File: src/rtl/bus_arbiter2.sv
// Two-master Wishbone arbiter: round-robin grant on contention, bus lock for the owner's cyc, no-ack watchdog.
// Latency: 1 cycle from request (seen in IDLE) to grant; data/ack/err paths are combinational (0 added cycles).
// Backpressure: the non-granted master simply waits (no ack) until the owner drops cyc and one IDLE cycle passes.
//
// Ports:
//   clk_i, rst_i            system clock, asynchronous active-low reset
//   m0_*/m1_*               Wishbone master ports (adr/dat/sel/we/cyc/stb in, dat/ack/err out)
//   s_*                     single slave-side Wishbone port toward address decode / MMU
//   grant_o                 registered one-hot owner (bit0 = m0, bit1 = m1, 00 = idle)
//   timeout_o               one-cycle pulse when the watchdog terminates a hung strobe
//
// TMO_CYCLES must lie in 2..65535; the watchdog counter is 16 bits wide.

module bus_arbiter2 #(
    parameter int unsigned TMO_CYCLES = 1023
) (
    input  logic        clk_i,
    input  logic        rst_i,

    // master 0 (CPU)
    input  logic [31:0] m0_adr_i,
    input  logic [31:0] m0_dat_i,
    output logic [31:0] m0_dat_o,
    input  logic [3:0]  m0_sel_i,
    input  logic        m0_we_i,
    input  logic        m0_cyc_i,
    input  logic        m0_stb_i,
    output logic        m0_ack_o,
    output logic        m0_err_o,

    // master 1 (DMA / video fetch)
    input  logic [31:0] m1_adr_i,
    input  logic [31:0] m1_dat_i,
    output logic [31:0] m1_dat_o,
    input  logic [3:0]  m1_sel_i,
    input  logic        m1_we_i,
    input  logic        m1_cyc_i,
    input  logic        m1_stb_i,
    output logic        m1_ack_o,
    output logic        m1_err_o,

    // slave side
    output logic [31:0] s_adr_o,
    output logic [31:0] s_dat_o,
    output logic [3:0]  s_sel_o,
    output logic        s_we_o,
    output logic        s_cyc_o,
    output logic        s_stb_o,
    input  logic [31:0] s_dat_i,
    input  logic        s_ack_i,

    // status
    output logic [1:0]  grant_o,
    output logic        timeout_o
);

    // State encoding doubles as the one-hot grant vector, so grant_o is
    // taken straight from the state register.
    typedef enum logic [1:0] {
        IDLE = 2'b00,
        BUS0 = 2'b01,
        BUS1 = 2'b10
    } state_t;

    localparam logic [15:0] TMO_LAST = 16'(TMO_CYCLES - 1);

    state_t      state_q, state_d;
    logic        last_q,  last_d;   // last master served; 1 after reset so m0 wins first
    logic [15:0] cnt_q,   cnt_d;    // consecutive un-acked strobe cycles
    logic        wdog_fire;

    // ------------------------------------------------------------------
    // Sequential elements: state, last-served, watchdog counter
    // ------------------------------------------------------------------
    always_ff @(posedge clk_i or negedge rst_i) begin
        if (!rst_i) begin
            state_q <= IDLE;
            last_q  <= 1'b1;
            cnt_q   <= 16'd0;
        end else begin
            state_q <= state_d;
            last_q  <= last_d;
            cnt_q   <= cnt_d;
        end
    end

    assign grant_o = state_q;

    // Read data is broadcast; only ack/err qualify which master consumes it.
    assign m0_dat_o = s_dat_i;
    assign m1_dat_o = s_dat_i;

    // ------------------------------------------------------------------
    // Slave-side mux and ack/err routing
    // ------------------------------------------------------------------
    always_comb begin
        s_adr_o  = 32'd0;
        s_dat_o  = 32'd0;
        s_sel_o  = 4'd0;
        s_we_o   = 1'b0;
        s_cyc_o  = 1'b0;
        s_stb_o  = 1'b0;
        m0_ack_o = 1'b0;
        m1_ack_o = 1'b0;
        m0_err_o = 1'b0;
        m1_err_o = 1'b0;

        case (state_q)
            BUS0: begin
                s_adr_o  = m0_adr_i;
                s_dat_o  = m0_dat_i;
                s_sel_o  = m0_sel_i;
                s_we_o   = m0_we_i;
                s_cyc_o  = m0_cyc_i;
                s_stb_o  = m0_stb_i;
                m0_ack_o = s_ack_i;
                m0_err_o = wdog_fire;
            end
            BUS1: begin
                s_adr_o  = m1_adr_i;
                s_dat_o  = m1_dat_i;
                s_sel_o  = m1_sel_i;
                s_we_o   = m1_we_i;
                s_cyc_o  = m1_cyc_i;
                s_stb_o  = m1_stb_i;
                m1_ack_o = s_ack_i;
                m1_err_o = wdog_fire;
            end
            default: begin
                // IDLE: bus parked at zero, stray s_ack_i is dropped
            end
        endcase
    end

    assign timeout_o = wdog_fire;

    // ------------------------------------------------------------------
    // Watchdog: fires on the TMO_CYCLES-th consecutive un-acked strobe.
    // An ack in the same cycle wins, so fire is qualified by !s_ack_i.
    // ------------------------------------------------------------------
    always_comb begin
        wdog_fire = 1'b0;
        if ((state_q != IDLE) && s_stb_o && !s_ack_i && (cnt_q == TMO_LAST)) begin
            wdog_fire = 1'b1;
        end
    end

    // ------------------------------------------------------------------
    // Next-state: arbitration in IDLE, lock while owner's cyc is high
    // ------------------------------------------------------------------
    always_comb begin
        state_d = state_q;
        last_d  = last_q;

        case (state_q)
            IDLE: begin
                if (m0_cyc_i && m1_cyc_i) begin
                    // contention: serve whichever master was not served last
                    if (last_q) begin
                        state_d = BUS0;
                        last_d  = 1'b0;
                    end else begin
                        state_d = BUS1;
                        last_d  = 1'b1;
                    end
                end else if (m0_cyc_i) begin
                    state_d = BUS0;
                    last_d  = 1'b0;
                end else if (m1_cyc_i) begin
                    state_d = BUS1;
                    last_d  = 1'b1;
                end
            end
            BUS0: begin
                if (!m0_cyc_i) begin
                    state_d = IDLE;
                end
            end
            BUS1: begin
                if (!m1_cyc_i) begin
                    state_d = IDLE;
                end
            end
            default: begin
                state_d = IDLE;
            end
        endcase
    end

    // Counter next-state kept separate from arbitration for readability.
    always_comb begin
        cnt_d = cnt_q;
        if ((state_q == IDLE) || (state_d == IDLE) || !s_stb_o || s_ack_i) begin
            // a released owner never carries a stale count into its next tenure
            cnt_d = 16'd0;
        end else if (wdog_fire) begin
            // grant is retained; the master decides whether to drop cyc
            cnt_d = 16'd0;
        end else begin
            cnt_d = cnt_q + 16'd1;
        end
    end

endmodule

File: config.mk
export PLATFORM = sky130hd
export DESIGN_NAME = bus_arbiter2
export DESIGN_NICKNAME = d
export VERILOG_FILES = /design/src/rtl/bus_arbiter2.sv
export SDC_FILE = /design/constraint.sdc
export NUM_CORES = 1
export LEC_CHECK = 0
export ABC_AREA = 1
export BUFFER_PORTS_ARGS = -buffer_cell sky130_fd_sc_hd__buf_2
export CELL_PAD_IN_SITES_DETAIL_PLACEMENT = 1
export CELL_PAD_IN_SITES_GLOBAL_PLACEMENT = 1
export CORE_AREA = 10 10 136 138
export CTS_CLUSTER_SIZE = 40
export DETAILED_ROUTE_END_ITERATION = 10
export DIE_AREA = 0 0 146 148
export PLACE_DENSITY = 0.74
export SLEW_MARGIN = 5
export SYNTH_ARGS = -nofsm -noshare
export SYNTH_HDL_FRONTEND = slang
export SYNTH_SLANG_ARGS = --single-unit
File: constraint.sdc
create_clock -name clk_i -period 1.6 [get_ports clk_i]
set_clock_uncertainty 0.1 [all_clocks]
set_input_delay 0.32 -clock clk_i [delete_from_list [all_inputs] [get_ports clk_i]]
set_output_delay 0.32 -clock clk_i [all_outputs]
set_load 0.02 [all_outputs]
==> load_flow_metrics.sql <==
INSERT INTO impl_metrics (metric_group, metric, value, unit) VALUES
('outcome', 'status', 'finished with violations', ''),
('outcome', 'violations_in_the_final_reports', 'setup timing', ''),
('yosys', 'ys_types', '23', ''),
('detailed_routing', 'route.vias.total', '3929', ''),
('yosys', 'yosysMostFrequentCell', 'nand2_1', ''),
('detailed_routing', 'detail_route.wl_per_cell', '19.4', 'um'),
('detailed_routing', 'via_per_inst', '4.34', ''),
('cts', 'cts_tree', 'done', ''),
('final_layout', 'layout-drive-gt1-share', '68.4', '%'),
('timing', 'timing.fmax', '466', 'MHz'),
('final_layout', 'post_layout_util', '36.7', '%'),
('timing', 'finalSetupViolCount', '94', ''),
('worst_setup_path', 'setup.worst_path.end_class', 'output pin', ''),
('floorplan', 'top_level_ports', '319', ''),
('worst_setup_path', 'criticalPathCategory', 'reg -> out', ''),
('grt', 'global_route.usage.met1', '14.3', '%'),
('timing', 'layout_setup_ws', '-0.546', 'ns'),
('grt', 'global_route.peak_usage_layer', 'met2', ''),
('yosys', 'synth_async_sr_flop_share', '100', '%'),
('timing', 'final_hold_viol_count', '0', ''),
('cts', 'clk_pin_slew_worst_paths', '0.06', 'ns'),
('job', 'maxCapViolations', '0', ''),
('yosys', 'ys.warnings.count', '0', ''),
('timing', 'layout_worst_path_cycle_share', '134', '%'),
('yosys', 'synth_sequential_area_ratio', '18.0', '%'),
('floorplan', 'core', '15700', 'sq um'),
('final_layout', 'regArea', '479', 'sq um'),
('grt', 'grt_remaining_overflow', '0', ''),
('timing', 'tightest_slew', '0.452', 'ns'),
('grt', 'grt_first_pass_wirelength', '24.1', 'mm'),
('floorplan', 'initial_core_utilization', '16.9', '%'),
('final_layout', 'final_net_count', '873', ''),
('worst_setup_path', 'element_type_at_the_critical_path_start', 'register', ''),
('yosys', 'synth.top_cell.area_share', '26.1', '%'),
('final_layout', 'num-fill-cells', '1949', ''),
('worst_setup_path', 'critPathMaxFanout', '5', ''),
('grt', 'grt_pass1_vias', '4283', ''),
('placed_design', 'placed_cells_incl_taps', '871', ''),
('cts', 'num_cts_buffers', '3', ''),
('cts', 'max-clock-path-buffers', '2', ''),
('timing', 'grt_setup_unrepaired', 'yes', ''),
('placed_design', 'preCtsSetupSlack', '-0.357', 'ns'),
('placed_design', 'hpwl', '11.8', 'mm'),
('floorplan', 'fp.dieH', '148', 'um'),
('cts', 'root_buffer', 'clkbuf_16', ''),
('timing', 'fin_worst_hold_slack', '0.294', 'ns'),
('power_and_ir_drop', 'power_density', '1770', 'nW/um^2'),
('power_and_ir_drop', 'power.leakage', '0.00261', 'uW'),
('final_layout', 'multi_input_comb_area', '2210', 'sq um'),
('yosys', 'netlist_top_cells_area', 'nand2_1 26%, buf_4 19%, dfrtp_1 17%', ''),
('grt', 'number_of_antenna_violations_at_the_first_check_in_global_routing', '1', ''),
('grt', 'grt_max_degree', '25', ''),
('floorplan', 'die_area', '21600', 'sq um'),
('yosys', 'postSynthCellCount', '460', ''),
('yosys', 'ys.flop_type', 'dfrtp_1', ''),
('grt', 'grt_util_met2', '27.8', '%'),
('yosys', 'yosys_register_bits', '19', ''),
('detailed_routing', 'wl', '17.6', 'mm'),
('placed_design', 'placement.io_buffers', '222', ''),
('detailed_routing', 'route.antenna.remaining_nets', '0', ''),
('yosys', 'synth_area', '2650', 'sq um'),
('cts', 'cts_max_level', '1', ''),
('detailed_routing', 'route.detailed.drc', '0', ''),
('power_and_ir_drop', 'post-layout-total-power', '10200', 'uW'),
('yosys', 'post-synth-top-area-cell', 'nand2_1', ''),
('final_layout', 'areaGrowthSynthToFinish', '118', '%'),
('yosys', 'synth_enable_flop_cells', '0', ''),
('floorplan', 'chip_width', '146', 'um'),
('yosys', 'ys_top_cells_by_count', '184 x nand2_1, 70 x a21oi_1, 66 x buf_4', ''),
('worst_setup_path', 'endpoint_required_time_on_the_critical_path', '1.18', 'ns'),
('cts', 'worst_skew_pair.late_latency', '0.25', 'ns');
logic make-up (layout without fill, tap and decap cells):
family / Yosys count / in the layout / share of synthesized area [%]
XOR/XNOR: 10 / 10 / 3.30
buffers and inverters: 114 / 342 / 25.8
AND/OR/NAND/NOR: 237 / 238 / 35.8
flip-flops: 19 / 19 / 18.0
other: 0 / 1 / 0
adder cells (fa/ha/maj): 6 / 6 / 2.83
AO/OA/AOI/OAI: 74 / 74 / 14.3
per-layer routing:
layer / up-vias / share of wire, %
met5: - / 0
met4: 0 / 1.8
met3: 22 / 6.5
met2: 189 / 54
met1: 1876 / 38
li1: 1842 / -
worst paths after layout:
path | startpoint | end | slack (ns) | depth (start not counted)
max reg2reg | grant_o[1]$_DFF_PN0_ | cnt_q[6]$_DFF_PN0_ | -0.35 | 13
max | grant_o[0]$_DFF_PN0_ | s_adr_o[26] | -0.55 | 8
max in group asynchronous | rst_i | last_q$_DFFE_PN1P_ | 0.62 | 2
min in group asynchronous | rst_i | cnt_q[12]$_DFF_PN0_ | 0.44 | 2
min reg2reg | cnt_q[0]$_DFF_PN0_ | cnt_q[0]$_DFF_PN0_ | 0.43 | 2
min | m0_cyc_i | last_q$_DFFE_PN1P_ | 0.29 | 4
sequential cells by signal (all words and copies together) (netlist names):
register,count
grant_o,2
cnt_q,16
last_q,1
report_power, final:
group          leakage [uW]  internal (uW)  switching (uW)
clock             0.0000382            340             190
sequential         0.000257            533            36.8
combinational       0.00232           4330            4800
cell type report:
cell class                      instances  share of cell area, %
Multi-Input combinational cell        328                   38.4
Sequential cell                        19                   8.31
Inverter                               26                   1.87
Clock buffer                            4                   1.37
Tap cell                              216                   4.69
Antenna cell                            1                 0.0434
Timing Repair Buffer                  312                   45.3
cell usage in the layout, fill, tap and decap left out, types with 16 or more instances in the layout:
master	count
buf_4	74
nand2_1	131
a21oi_4	17
inv_1	18
nand2_2	33
a21oi_2	54
buf_6	64
dfrtp_1	16
nand2_4	20
buf_2	146
nor2_1	21
through the flow:
stage / cell area (sq um) / TNS, ns
5_1_grt: 5770 / -47.22
2_1_floorplan: 3060 / -17.80
3_3_place_gp: 4360 / -19.07
6_report: 5770 / -40.60
4_1_cts: 5270 / -37.77
3_5_place_dp: 4360 / -22.11
what timing repair did:
action | in CTS | in global routing
gates cloned | 8 | 5
hold buffers | 1 | 0
gates resized for setup | 161 | 95
pin swaps | 15 | 26
endpoints found under the setup margin | 92 | 94
hold endpoints to repair | 18 | 0
buffers inserted | 9 | 11
worst max-delay path: stages, from the launching register on:
cell	delay, ns
dfrtp_2	0.43
inv_4	0.10
ha_4	0.18
buf_12	0.12
buf_8	0.12
buf_6	0.13
nand2_1	0.08
a21oi_2	0.17
buf_6	0.14
(Power assumes the default switching activity.)
